File: config.mk
export PLATFORM = sky130hd
export DESIGN_NAME = booth_mult_seq
export DESIGN_NICKNAME = d
export VERILOG_FILES = /design/src/rtl/mult_pkg.sv /design/src/rtl/booth_step.sv /design/src/rtl/booth_mult_seq.sv
export SDC_FILE = /design/constraint.sdc
export NUM_CORES = 1
export LEC_CHECK = 0
export CORE_MARGIN = 8
export CORE_UTILIZATION = 49
export CTS_BUF_LIST = sky130_fd_sc_hd__clkbuf_4 sky130_fd_sc_hd__clkbuf_8 sky130_fd_sc_hd__clkbuf_16
export DETAILED_ROUTE_END_ITERATION = 10
export GPL_ROUTABILITY_DRIVEN = 0
export PLACE_DENSITY_LB_ADDON = 0.3
export SYNTH_ARGS = -nofsm -noshare
export SYNTH_HDL_FRONTEND = slang
export SYNTH_SLANG_ARGS = --single-unit
File: constraint.sdc
create_clock -name clk -period 2.45 [get_ports clk]
set_input_delay 0.49 -clock clk [delete_from_list [all_inputs] [get_ports clk]]
set_output_delay 0.49 -clock clk [all_outputs]
set_load 0.02 [all_outputs]
File: src/rtl/mult_pkg.sv
// Shared types and helpers for the sequential Booth multiplier.
// Latency: n/a (declarations only).
// Backpressure: n/a.
package mult_pkg;

    // Controller states: waiting for go, iterating Booth steps, holding the result.
    typedef enum logic [1:0] {
        IDLE = 2'd0,
        RUN  = 2'd1,
        DONE = 2'd2
    } mult_state_t;

    // Width of the iteration counter: it must hold the value w (loaded at start).
    function automatic int cnt_width(input int w);
        return $clog2(w + 1);
    endfunction

endpackage

File: src/rtl/booth_step.sv
// One radix-2 Booth iteration on the {A,Q,q_1} register: add/sub M, then arithmetic shift right.
// Latency: purely combinational.
// Backpressure: none; the caller decides when to register the result.
//
// Ports:
//   acc_in  : {A[W:0], Q[W:0], q_1} before the step
//   m       : multiplicand, already extended to W+1 bits
//   acc_out : {A, Q, q_1} after add/sub and shift
module booth_step
    import mult_pkg::*;
#(
    parameter int W = 8
) (
    input  logic [2*W+2:0] acc_in,
    input  logic [W:0]     m,
    output logic [2*W+2:0] acc_out
);

    logic [W:0]   a;
    logic [W:0]   q;
    logic         q_1;
    logic [W+1:0] a_wide;
    logic [W+1:0] m_wide;
    logic [W+1:0] sum;

    assign a   = acc_in[2*W+2:W+2];
    assign q   = acc_in[W+1:1];
    assign q_1 = acc_in[0];

    // A and M are sign-extended one extra bit so the add/sub can never overflow,
    // including when M is the most negative W+1 bit value.
    assign a_wide = {a[W], a};
    assign m_wide = {m[W], m};

    always_comb begin
        sum = a_wide;
        case ({q[0], q_1})
            2'b10:   sum = a_wide - m_wide;
            2'b01:   sum = a_wide + m_wide;
            default: sum = a_wide;
        endcase
    end

    // Arithmetic shift right of {sum, Q, q_1}: the W+2 bit sum already carries the
    // replicated sign, so the shifted register is just {sum, Q} with q_1 dropped.
    // New A = sum[W+1:1], new Q = {sum[0], Q[W:1]}, new q_1 = Q[0].
    assign acc_out = {sum, q};

endmodule

File: src/rtl/booth_mult_seq.sv
// Sequential radix-2 Booth multiplier (signed or unsigned W x W -> 2W) with a go/done level handshake.
// Latency: go sampled at edge k, done and p valid after edge k+W+1 (W+1 Booth steps).
// Backpressure: result held in DONE while go stays high; go low in RUN aborts, go low in DONE releases.
//
// Ports:
//   clk, rst_n        : rising-edge clock, asynchronous active-low reset
//   go                : level request; starts from IDLE, must drop before the next operation
//   mode_signed       : 1 = two's-complement operands, 0 = unsigned (sampled at load)
//   ain, pin          : multiplicand and multiplier (sampled at load)
//   busy              : high exactly while iterating
//   done              : high exactly while the result is being offered
//   p                 : product; keeps the last completed result
module booth_mult_seq
    import mult_pkg::*;
#(
    parameter int W = 8
) (
    input  logic           clk,
    input  logic           rst_n,
    input  logic           go,
    input  logic           mode_signed,
    input  logic [W-1:0]   ain,
    input  logic [W-1:0]   pin,
    output logic           busy,
    output logic           done,
    output logic [2*W-1:0] p
);

    localparam int CW = cnt_width(W);

    mult_state_t     state;
    mult_state_t     state_nxt;
    logic            load;
    logic            step;
    logic            last;

    logic [W:0]      m;
    logic [2*W+2:0]  acc;
    logic [2*W+2:0]  acc_nxt;
    logic [CW-1:0]   count;
    logic [W:0]      ain_ext;
    logic [W:0]      pin_ext;

    // Extending to W+1 bits lets one signed Booth datapath serve both modes:
    // an unsigned operand becomes a non-negative W+1 bit signed value.
    assign ain_ext = mode_signed ? {ain[W-1], ain} : {1'b0, ain};
    assign pin_ext = mode_signed ? {pin[W-1], pin} : {1'b0, pin};

    booth_step #(.W(W)) u_step (
        .acc_in  (acc),
        .m       (m),
        .acc_out (acc_nxt)
    );

    always_ff @(posedge clk or negedge rst_n) begin
        if (!rst_n) begin
            state <= IDLE;
        end else begin
            state <= state_nxt;
        end
    end

    always_comb begin
        state_nxt = state;
        load      = 1'b0;
        step      = 1'b0;
        last      = 1'b0;
        case (state)
            IDLE: begin
                if (go) begin
                    state_nxt = RUN;
                    load      = 1'b1;
                end
            end
            RUN: begin
                // Abort wins over completion, even on the final step.
                if (!go) begin
                    state_nxt = IDLE;
                end else begin
                    step = 1'b1;
                    if (count == '0) begin
                        state_nxt = DONE;
                        last      = 1'b1;
                    end
                end
            end
            DONE: begin
                if (!go) begin
                    state_nxt = IDLE;
                end
            end
            default: state_nxt = IDLE;
        endcase
    end

    always_ff @(posedge clk or negedge rst_n) begin
        if (!rst_n) begin
            m     <= '0;
            acc   <= '0;
            count <= '0;
            p     <= '0;
        end else begin
            if (load) begin
                m     <= ain_ext;
                acc   <= {{(W+1){1'b0}}, pin_ext, 1'b0};
                count <= CW'(W);
            end else if (step) begin
                acc   <= acc_nxt;
                count <= count - 1'b1;
            end
            // Low 2W bits of {A,Q} after the final shift; exact for both modes
            // because the true product always fits in 2W bits.
            if (last) begin
                p <= acc_nxt[2*W:1];
            end
        end
    end

    assign busy = (state == RUN);
    assign done = (state == DONE);

endmodule

# Word-level counts from Yosys, hierarchy flattened

Index checks and enable logic that the tools add are counted.

Register bits: 50

Multiplexer cells: 18
Eq/ne operators: 7
$add $sub $neg: 3
Reduce and logical (&&, ||, !) cells: 6

Operator list:

| operator                                                                | number |
|---|---|
| 19-bit 2-to-1 mux                                                       | 2 |
| 10-bit one-hot mux with 2 select lines                                  | 1 |
| 9-bit 2-to-1 mux                                                        | 2 |
| 9-bit by 9-bit adder with 10-bit output                                 | 1 |
| 9-bit by 9-bit subtractor with 10-bit output                            | 1 |
| 2-bit 2-to-1 mux                                                        | 4 |
| 4-bit 2-to-1 mux                                                        | 2 |
| 1-bit 2-to-1 mux                                                        | 6 |
| 2-bit one-hot mux with 3 select lines                                   | 1 |
| 2-bit by 1-bit equality test with 1-bit output, second input constant   | 2 |
| 2-bit equality test, second input constant                              | 2 |
| 4-bit logical NOT                                                       | 1 |
| 2-bit inequality test, second input constant                            | 2 |
| 4-bit by 1-bit subtractor with 4-bit output, second input constant      | 1 |
| 3-bit by 2-bit inequality test with 1-bit output, second input constant | 1 |
| 3-bit AND reduction                                                     | 1 |
| 3-bit nonzero test                                                      | 1 |
| 2-bit logical NOT                                                       | 1 |
| 2-bit AND reduction                                                     | 1 |
| 2-bit nonzero test                                                      | 1 |

# Logic depth before layout (Yosys ltp)

Gate-level depths: netlist (run 1).

Word-level depth: 4
Mapped depth: 11
Mapped depth without buffers: 11

# Hierarchy

Synthesis (run 1) repeated with hierarchy kept, for this count alone.

Cell total of the unflattened synthesis: 280
Area total of the unflattened synthesis: 2,889.0 sq um

By module, submodules not included:

| module         | cells each | area each (sq um) | instances |
|---|---|---|---|
| booth_mult_seq | 170        | 2,102.0           | 1 |
| booth_step     | 110        | 787.0             | 1 |

# Least setup slack after synthesis (run 1)

Ideal clock, no wire load.

Path kind: flip-flop to flip-flop
Start point: reg acc[1]
End point: reg acc[18]
Clock period less this slack: 2.719 ns
Arrival time: 2.597 ns
Slack: -0.269 ns
Setup time: 0.122 ns
Cell stages (with the launch flop): 11
Buffers on the path: 1
Cells stage by stage: dfrtp_1 inv_1 ha_1 clkbuf_1 mux2_2 ha_1 a21o_1 and4_2 o32a_1 a21o_1 a32o_1

Longest elaborated chain between the ends: 4

Ends and longest elaborated chain:

| element                                                                               | line                  | source |
|---|---|---|
| from (decl)                                                                           | booth_mult_seq.sv:38  | `logic [2*W+2:0] acc;` |
| from (signal assigned)                                                                | booth_mult_seq.sv:105 | `acc <= {{(W+1){1'b0}}, pin_ext, 1'b0};` |
| from (signal assigned)                                                                | booth_mult_seq.sv:108 | `acc <= acc_nxt;` |
| 2-bit by 1-bit equality test with 1-bit output or 2-bit equality test (tied branches) | booth_step.sv:37      | `case ({q[0], q_1})` |
| 10-bit one-hot mux with 2 select lines                                                | booth_step.sv:37      |  |
| 19-bit 2-to-1 mux                                                                     | booth_mult_seq.sv:107 | `end else if (step) begin` |
| 19-bit 2-to-1 mux                                                                     | booth_mult_seq.sv:103 | `if (load) begin` |

Several ways; a longest one is shown, not always the timed one. The select of a mux whose other input is x is not followed.
A chain may end at the register's enable or synchronous reset.

# Final worst setup path (run 1)

Start point: reg m[0]
End point: reg acc[18]

Longest elaborated chain between the ends: 4

Ends and longest elaborated chain:

| element                                                                                                 | line                               | source |
|---|---|---|
| from (decl)                                                                                             | booth_mult_seq.sv:37               | `logic [W:0] m;` |
| from (signal assigned)                                                                                  | booth_mult_seq.sv:104              | `m <= ain_ext;` |
| 9-bit by 9-bit adder with 10-bit output or 9-bit by 9-bit subtractor with 10-bit output (tied branches) | booth_step.sv:39, booth_step.sv:38 |  |
| 10-bit one-hot mux with 2 select lines *                                                                | booth_step.sv:37                   |  |
| 19-bit 2-to-1 mux *                                                                                     | booth_mult_seq.sv:107              |  |
| 19-bit 2-to-1 mux *                                                                                     | booth_mult_seq.sv:103              |  |

Every way passes the cells marked *; elsewhere a longest branch is shown, timed or not. The select of a mux whose other input is x is not followed.

==> impl_metrics.tcl, run 1 <==
set metrics [dict create \
    nNetsFinal 376 \
    coreArea_um2 5410 \
    grt_pass1_vias 2241 \
    post-route-period-util 1.10 \
    clk_pin_slew_ns 0.09 \
    dieHeight_um 90.1 \
    dp_cells 400 \
    dpl.hpwl_um 4490 \
    drt_pass1_iterations 4 \
    overflow 0 \
    cts.sinks 50 \
    synth_cell_types 39 \
    cp_data_required_time_ns 2.64 \
    fin_cells 414 \
    fp.dieArea_um2 8110 \
    track_usage 0.158 \
    final_core_util 0.667 \
    rsz0062_at_grt "yes" \
    synth_edf_count 0 \
    n_antenna_cell 0 \
    viasPerCell 5.35 \
    synth_flop_cell "dfrtp_1" \
    path_depth 11 \
    nFillCells 440 \
    vias 2213 \
    hold_viol 0 \
    fin_skew_ns 0.00410 \
    layout-drive-gt1-share 0.234 \
    critPathSlowestCell "dfrtp_1" \
    ant_nets 0 \
    drt-total-wl_um 6320 \
    syn_area_um2 2690 \
    violations "setup timing" \
    vdd_drop_max_mv 0.581 \
    power_mw 4.35 \
    fmax_mhz 370 \
    status "finished, violations left" \
    p_leak_nw 1.69 \
    worst_path_largest_cell_delay_ns 0.40 \
    async_reset_ff_frac 1.00 \
    drc 0 \
    syn_nets 305 \
    placed_cell_area_um2 3360 \
    port-buffer-count 37 \
    reg2reg_depth 11 \
    final_cell_mix "50 x dfrtp_1, 37 x nand2_1, 36 x clkdlybuf4s50_1" \
    tightest_slew_ns 0.634 \
    slew_viol_final 0 \
    num_rows 27 \
    finalSetupViolations 8 \
    grt_pass1_wl_um 10800 \
    ys.warnings.count 0 \
    final_common_cell "dfrtp_1" \
    grt_max_degree 34 \
    synth_seq_area_share 0.465 \
    setup_tns_ns -0.978 \
    slew_headroom 0.577 \
    cts_tree "built" \
    fin_area_um2 3610 \
    path_cells "inv_2 > ha_4 > nor2b_4 > a21oi_4 > xor2_2 > ha_1 > a21o_1 > or3_1 > o32a_1 > a21o_1 > a32o_1" \
    clock_latency_ns 0.30 \
    cp_max_fo 2 \
    syn2layout_area_growth_pct 34.2 \
    critical_path.top_delay_family "compound AO/OA/AOI/OAI gates" \
    synth_seq_cells 50 \
    setup_ws_ns -0.249 \
    start_util 0.497 \
    syn-instance-count 270 \
    power.density_nw_per_um2 1210 \
    cts_root_buf "clkbuf_8" \
    arrival_ns 2.89 \
    hp-class "in -> async" \
    drtIter0Drc 93 \
    path_common_cell "a21o_1" \
    drt-wirelength-per-cell_um 15.3 \
    cp_num_buf_inv 1 \
    syn_avg_cell_area_um2 9.96 \
    cp-start-kind "flip-flop" \
    cp-end-kind "flip-flop" \
    maxCapViolations 0 \
    cts_buffers 5 \
    antenna_found_initial 0 \
    io_pins 38 \
    h-tree-depth 2 \
    cts_buffer_depth 2 \
    finalCriticalPeriod_ns 2.70 \
    fp.dieW_um 90.1 \
    worst-setup-path-type "reg -> reg" \
]
==> area by class of cell <==
class,count,area (µm²),area share
multi-input combinational,198,1450,0.402
sequential,50,1250,0.347
timing repair buffer,76,682,0.189
clock inverter,2,12.5,0.00347
tap,72,90.1,0.0250
clock buffer,6,82.6,0.0229
inverter,10,37.5,0.0104
==> sequential cells by signal, summed over array words and instances, names as in the netlist <==
name / cells
count: 4
m: 9
acc: 19
state: 2
p: 16
==> power breakdown <==
group	leakage (nW)	internal (mW)	switching, mW
clock	0.0472	0.227	0.275
combinational	1.00	1.27	1.25
sequential	0.639	1.11	0.224
total	1.69	2.61	1.75
==> synthesized netlist by cell type, types with 3 or more instances <==
cell type / instances / area, µm²
nand3_1: 6 / 30.0
o31ai_1: 3 / 22.5
nor2b_1: 5 / 31.3
xor2_1: 8 / 70.1
buf_2: 3 / 15.0
clkbuf_1: 7 / 26.3
xnor2_1: 4 / 35.0
ha_1: 14 / 175
o21ai_0: 32 / 160
nor2_1: 13 / 48.8
inv_1: 10 / 37.5
a21o_1: 4 / 30.0
dfrtp_1: 50 / 1250
a31oi_1: 3 / 18.8
mux2i_1: 14 / 140
nor3_1: 5 / 25.0
nand2_1: 38 / 143
a21oi_1: 12 / 60.1
mux2_2: 14 / 158
==> routing by layer <==
layer,track usage,vias up,wire length [µm]
li1,-,1085,-
met1,0.192,1083,2760
met2,0.269,39,3270
met3,0.0333,6,236
met4,0.0513,0,48
met5,0,-,0
==> what timing repair did <==
item                                    CTS  global route
hold endpoints to repair                  0             0
cloned                                    0             0
endpoints found under the setup margin    6             9
resized for setup                        14            14
hold buffers                              0             0
pin swaps                                 9            13
setup buffers                             4             3
==> stage by stage <==
stage | hold slack (ns) | setup slack (ns)
2_1_floorplan | 0.194 | -0.125
3_3_place_gp | 0.468 | -0.0822
3_5_place_dp | 0.476 | -0.207
4_1_cts | 0.188 | -0.193
5_1_grt | 0.210 | -0.343
6_report | 0.162 | -0.249
==> worst paths after layout <==
kind | from | endpoint | slack (ns)
min | rst_n | m[7]$_DFFE_PN0P_ | 0.16
max | m[0]$_DFFE_PN0P_ | acc[18]$_DFFE_PN0P_ | -0.25
min reg2reg | p[12]$_DFFE_PN0P_ | p[12]$_DFFE_PN0P_ | 0.49
min in group clk | p[12]$_DFFE_PN0P_ | p[12]$_DFFE_PN0P_ | 0.49
max in group asynchronous | rst_n | p[3]$_DFFE_PN0P_ | 1.75
max reg2reg | m[0]$_DFFE_PN0P_ | acc[18]$_DFFE_PN0P_ | -0.25
==> kinds of logic (layout without fill, tap and decap cells) <==
group,count (synthesis),count (layout),synth area share
xor+xnor,12,12,0.0391
buf+inv,22,94,0.0321
fa+ha+maj,15,15,0.0726
mux,28,28,0.111
compound gates,67,67,0.150
simple gates,76,76,0.130
flops,50,50,0.465
Note: power is estimated with default switching activity, not from simulation.
==> run 2, diff against run 1 <==
--- a/config.mk
+++ b/config.mk
@@ -11,6 +11,7 @@
 export DETAILED_ROUTE_END_ITERATION = 10
 export GPL_ROUTABILITY_DRIVEN = 0
 export PLACE_DENSITY_LB_ADDON = 0.3
+export SLEW_MARGIN = 30
 export SYNTH_ARGS = -nofsm -noshare
 export SYNTH_HDL_FRONTEND = slang
 export SYNTH_SLANG_ARGS = --single-unit
==> results of run 2 <==
Same layout as run 1: the final DEF is identical, and so are final timing and power.
